### config.mk
export PLATFORM = sky130hd
export DESIGN_NAME = cm_serial_feeder
export DESIGN_NICKNAME = d
export VERILOG_FILES = /design/src/rtl/cm_serial_feeder.sv
export SDC_FILE = /design/constraint.sdc
export NUM_CORES = 1
export LEC_CHECK = 0
export CORE_ASPECT_RATIO = 1.2
export CORE_MARGIN = 2
export CORE_UTILIZATION = 58
export CTS_CLUSTER_SIZE = 8
export DETAILED_ROUTE_END_ITERATION = 12
export PLACE_DENSITY = 0.81
export SLEW_MARGIN = 20
export SYNTH_ARGS = -nofsm -noshare
export SYNTH_HDL_FRONTEND = slang
export SYNTH_SLANG_ARGS = --single-unit
### constraint.sdc
create_clock -name clk -period 3.75 [get_ports clk]
set_input_delay 0.75 -clock clk [delete_from_list [all_inputs] [get_ports clk]]
set_output_delay 0.75 -clock clk [all_outputs]
set_load 0.02 [all_outputs]
### src/rtl/cm_serial_feeder.sv
// Operand sequencer and result collector for one serial MAC processing element.
// Buffers a window of DEPTH (a,b) pairs, streams them into the PE, then captures the result.
//
// state  | meaning
// LOAD   | accepting operand pairs into the window buffer
// READY  | window full, waiting for start
// STREAM | issuing one buffered pair per cycle to the PE
// WAIT   | letting the PE pipeline drain for PE_LAT cycles
// RESULT | holding the captured sum until the consumer takes it
module cm_serial_feeder #(
  parameter int DATA_W = 8,
  parameter int DEPTH  = 9,
  parameter int PE_LAT = 1
) (
  input  logic              clk,
  input  logic              rst,
  input  logic              load_valid,
  output logic              load_ready,
  input  logic [DATA_W-1:0] load_a,
  input  logic [DATA_W-1:0] load_b,
  input  logic              start,
  output logic              busy,
  output logic [DATA_W-1:0] pe_a,
  output logic [DATA_W-1:0] pe_b,
  output logic              pe_mux_reset,
  input  logic [DATA_W-1:0] pe_out,
  output logic              res_valid,
  input  logic              res_ready,
  output logic [DATA_W-1:0] res_data
);

  localparam int IW = $clog2(DEPTH);
  localparam int WW = (PE_LAT > 1) ? $clog2(PE_LAT) : 1;

  typedef enum logic [2:0] {
    S_LOAD, S_READY, S_STREAM, S_WAIT, S_RESULT
  } state_t;

  state_t            state, state_nx;
  logic [IW-1:0]     count, count_nx;
  logic [IW-1:0]     idx, idx_nx;
  logic [WW-1:0]     wait_cnt, wait_cnt_nx;
  logic [DATA_W-1:0] buf_a [DEPTH];
  logic [DATA_W-1:0] buf_b [DEPTH];
  logic [DATA_W-1:0] pe_a_nx, pe_b_nx, res_data_nx;
  logic              pe_mux_reset_nx;
  logic              load_fire;

  assign load_ready = (state == S_LOAD);
  assign busy       = (state == S_STREAM) || (state == S_WAIT);
  assign res_valid  = (state == S_RESULT);
  assign load_fire  = load_valid && load_ready;

  always_comb begin
    state_nx        = state;
    count_nx        = count;
    idx_nx          = idx;
    wait_cnt_nx     = wait_cnt;
    res_data_nx     = res_data;
    pe_a_nx         = '0;
    pe_b_nx         = '0;
    pe_mux_reset_nx = 1'b1;
    case (state)
      S_LOAD: begin
        if (load_fire) begin
          count_nx = count + 1'b1;
          if (count == IW'(DEPTH - 1)) state_nx = S_READY;
        end
      end
      S_READY: begin
        // the first pair is registered onto the PE port on the same edge start is seen
        if (start) begin
          state_nx        = S_STREAM;
          idx_nx          = '0;
          pe_a_nx         = buf_a[0];
          pe_b_nx         = buf_b[0];
          pe_mux_reset_nx = 1'b1;
        end
      end
      S_STREAM: begin
        if (idx == IW'(DEPTH - 1)) begin
          state_nx    = S_WAIT;
          wait_cnt_nx = '0;
        end else begin
          idx_nx          = idx + 1'b1;
          pe_a_nx         = buf_a[idx + 1'b1];
          pe_b_nx         = buf_b[idx + 1'b1];
          pe_mux_reset_nx = 1'b0;
        end
      end
      S_WAIT: begin
        wait_cnt_nx = wait_cnt + 1'b1;
        if (wait_cnt == WW'(PE_LAT - 1)) begin
          res_data_nx = pe_out;
          state_nx    = S_RESULT;
        end
      end
      S_RESULT: begin
        if (res_ready) begin
          state_nx = S_LOAD;
          count_nx = '0;
        end
      end
      default: state_nx = S_LOAD;
    endcase
  end

  always_ff @(posedge clk) begin
    if (rst) begin
      state        <= S_LOAD;
      count        <= '0;
      idx          <= '0;
      wait_cnt     <= '0;
      res_data     <= '0;
      pe_a         <= '0;
      pe_b         <= '0;
      pe_mux_reset <= 1'b1;
    end else begin
      state        <= state_nx;
      count        <= count_nx;
      idx          <= idx_nx;
      wait_cnt     <= wait_cnt_nx;
      res_data     <= res_data_nx;
      pe_a         <= pe_a_nx;
      pe_b         <= pe_b_nx;
      pe_mux_reset <= pe_mux_reset_nx;
    end
  end

  // buffer is never cleared; a new window overwrites every entry
  always_ff @(posedge clk) begin
    if (!rst && load_fire) begin
      buf_a[count] <= load_a;
      buf_b[count] <= load_b;
    end
  end

endmodule
==> results.md <==
* Status: finished clean
* Setup CP Type: register to output port
* Grt ovf at 0
* ANT cells at 0
* Layout Nets at 530
* Maxcap violations at 0
* Post-synthesis sequential area ratio at 69.9%
* DR top layer: met4
* Post-synth EDFFs at 144
* Die Wd at 106 um
* P per Cell Area at 477 nW/um^2
* DRT Pass-1 Iters at 5
* Die H at 126 um
* Top_reg_cell synth: edfxtp_1
* Leak at 2.61 nW
* Via count at 4121
* VDD IR max at 322 uV
* H-tree depth at 4
* CP max stage delay at 0.69 ns
* Most common cell after layout, fill and taps aside: edfxtp_1
* Slowest-stage cell, CP: clkdlybuf4s50_1
* Largest net degree at the start of global routing at 36
* Layout cells sized above 1 at 18.5%
* Mapped Area at 7240 um^2
* Worst slew pin tran at 1.10 ns
* Vias in the first global route at 4233
* Relative slew slack at 26.7%
* CTS root buf: clkbuf_16
* Fmax at 356 MHz
* WL met2 at 8090 um
* Final Power at 0.00409 W
* Post-synth cell types at 47
* Via/cell ratio at 6.16
* Setup-failing EPs final at 0
* Post-synth top area cell: edfxtp_1
* Routed Antenna Nets at 0
* #FFs+latches synth at 181
* WHS at 0.457 ns
* Place WS at 0.856 ns
* Rows at 44
* Number of port buffers at 56
* Syn nets at 465
* Post-Syn Area per Cell at 16.8 um^2
* Mapped Cells at 430
* CP top delay family: buffers and inverters
* Area growth syn-to-layout at 18.4%
* Final number of max-transition violations at 0
* Total CTS buffers at 17
* Met1 WL at 6250 um
* Worst EP required at 3.00 ns
* Worst Setup Slack, final at 0.942 ns
* Remaining DRCs at 0
* Final Cycle Share at 74.9%
* Worst Path Buf+Inv at 1
* # fillers at 743
* Post-CTS Setup Bufs at 0
* Worst-Skew Late Latency at 0.41 ns
* Top-area cell type share of the netlist area at 59.7%
* First-pass GRT wire length at 24500 um
* Most frequent cells in the layout: 144 x edfxtp_1, 56 x clkdlybuf4s50_1, 39 x nand2_1
* HP Class: register to register
* Crit-path cells: nor3b_1 -> clkdlybuf4s50_1
* All-Layer GR Usage at 24.8%
* Skew final at 0.00875 ns
* DRT iter0 DRCs at 360
* Core Area at 12200 um^2
* Clk slew on worst S/H paths at 0.06 ns
* Die area at 13400 um^2
* Arr. time, crit path at 2.06 ns
* Max FO, Critical Path at 11
* Post-Route WL at 15700 um
* Register area at 5070 um^2
* Starting density of the core at 59.5%
* Crit. End Element: output port
* RSZ-0062 raised after global routing: no
* Drt wl/cell at 23.5 um
* Synth warn at 0
* Max clock buf depth at 2
* Top cells by area in the synthesized netlist: edfxtp_1 60%, dfxtp_1 10%, mux4_2 9.9%
* Initial antenna violation count at 0
* Crit path time final at 2.81 ns
* Ys async rst share at 0%
* CP Launch Type: register
* Io pins at 57
* CTS tree: done
* DR WL met3 at 1010 um
* Post_cts resized at 0
* Multi-input logic area at 2010 um^2
* GP Congestion at 0.817
* Hold Buf Count CTS at 0
* HPWL Detailed at 9470 um
* Final TNS setup at 0 ns
* CTS Sinks at 181
* Final hold violation count at 0
-- synth_stat cells (3+ instances only) --
library cell / number
edfxtp_1: 144
o21ai_1: 13
inv_1: 6
ha_1: 6
mux2i_1: 17
clkbuf_1: 5
buf_2: 10
o21ai_0: 5
a21oi_1: 32
dfxtp_1: 37
nor3b_1: 3
a221oi_2: 10
nand3b_1: 3
nand2b_1: 9
mux4_2: 32
or3_1: 3
nand2_1: 39
nor2_1: 13
buf_4: 5
a221oi_1: 6
-- flip-flops by register name, indices dropped and copies added, names as in the netlist --
| signal | cells |
|---|---|
| buf_a | 72 |
| state | 3 |
| res_data | 8 |
| idx | 4 |
| pe_a | 8 |
| wait_cnt | 1 |
| pe_mux_reset | 1 |
| buf_b | 72 |
| count | 4 |
| pe_b | 8 |
-- logic make-up after synthesis --
family | synth area share [%]
DFF | 69.9
and+or+nand+nor | 6.48
AOI/OAI and AO/OA | 6.68
muxes | 12.3
buffers and inverters | 2.40
xor gates and xnor gates | 1.19
adders and majority gates | 1.04
-- where the power goes --
| part | total, W | internal (W) | switching (W) |
|---|---|---|---|
| Sequential | 0.00219 | 0.00218 | 0.0000106 |
| Clock | 0.00180 | 0.00111 | 0.000690 |
| Combinational | 0.0000948 | 0.0000407 | 0.0000541 |
-- stage by stage --
stage	cells	util, %	instance area [um^2]
final	669	70.5	8570
after global placement	637	65.5	7980
after global routing	669	70.5	8570
after floorplan	430	-	7240
after detailed placement	637	65.5	7980
after CTS	669	70.5	8570
-- per-layer routing --
metal,vias to the layer above,global-route usage (%)
li1,1802,-
met1,2105,32.5
met2,182,41.2
met3,32,6.42
met4,0,7.97
met5,-,0
-- tightest hold or removal path, stage by stage (launching register included) --
cell and delay [ns]:
dfxtp_1 0.31, nand2_1 0.05, a21oi_1 0.05
-- final cells by class --
| cell class | count | area share [%] |
|---|---|---|
| sequential | 181 | 59.1 |
| inverter | 6 | 0.263 |
| tap | 161 | 2.35 |
| timing repair buffer | 71 | 7.85 |
| clock inverter | 11 | 1.85 |
| clock buffer | 21 | 5.14 |
| multi-input combinational | 218 | 23.5 |
-- final timing paths --
kind / start / endpoint / slack [ns] / depth (start not counted)
worst min-delay path: res_data[4] / res_data[4] / 0.46 / 2
worst min register to register: res_data[4] / res_data[4] / 0.46 / 2
worst max-delay path: state[2] / res_valid / 0.94 / 2
worst max register to register: idx[0] / pe_b[1] / 1.11 / 5
(Power assumes the default switching activity.)
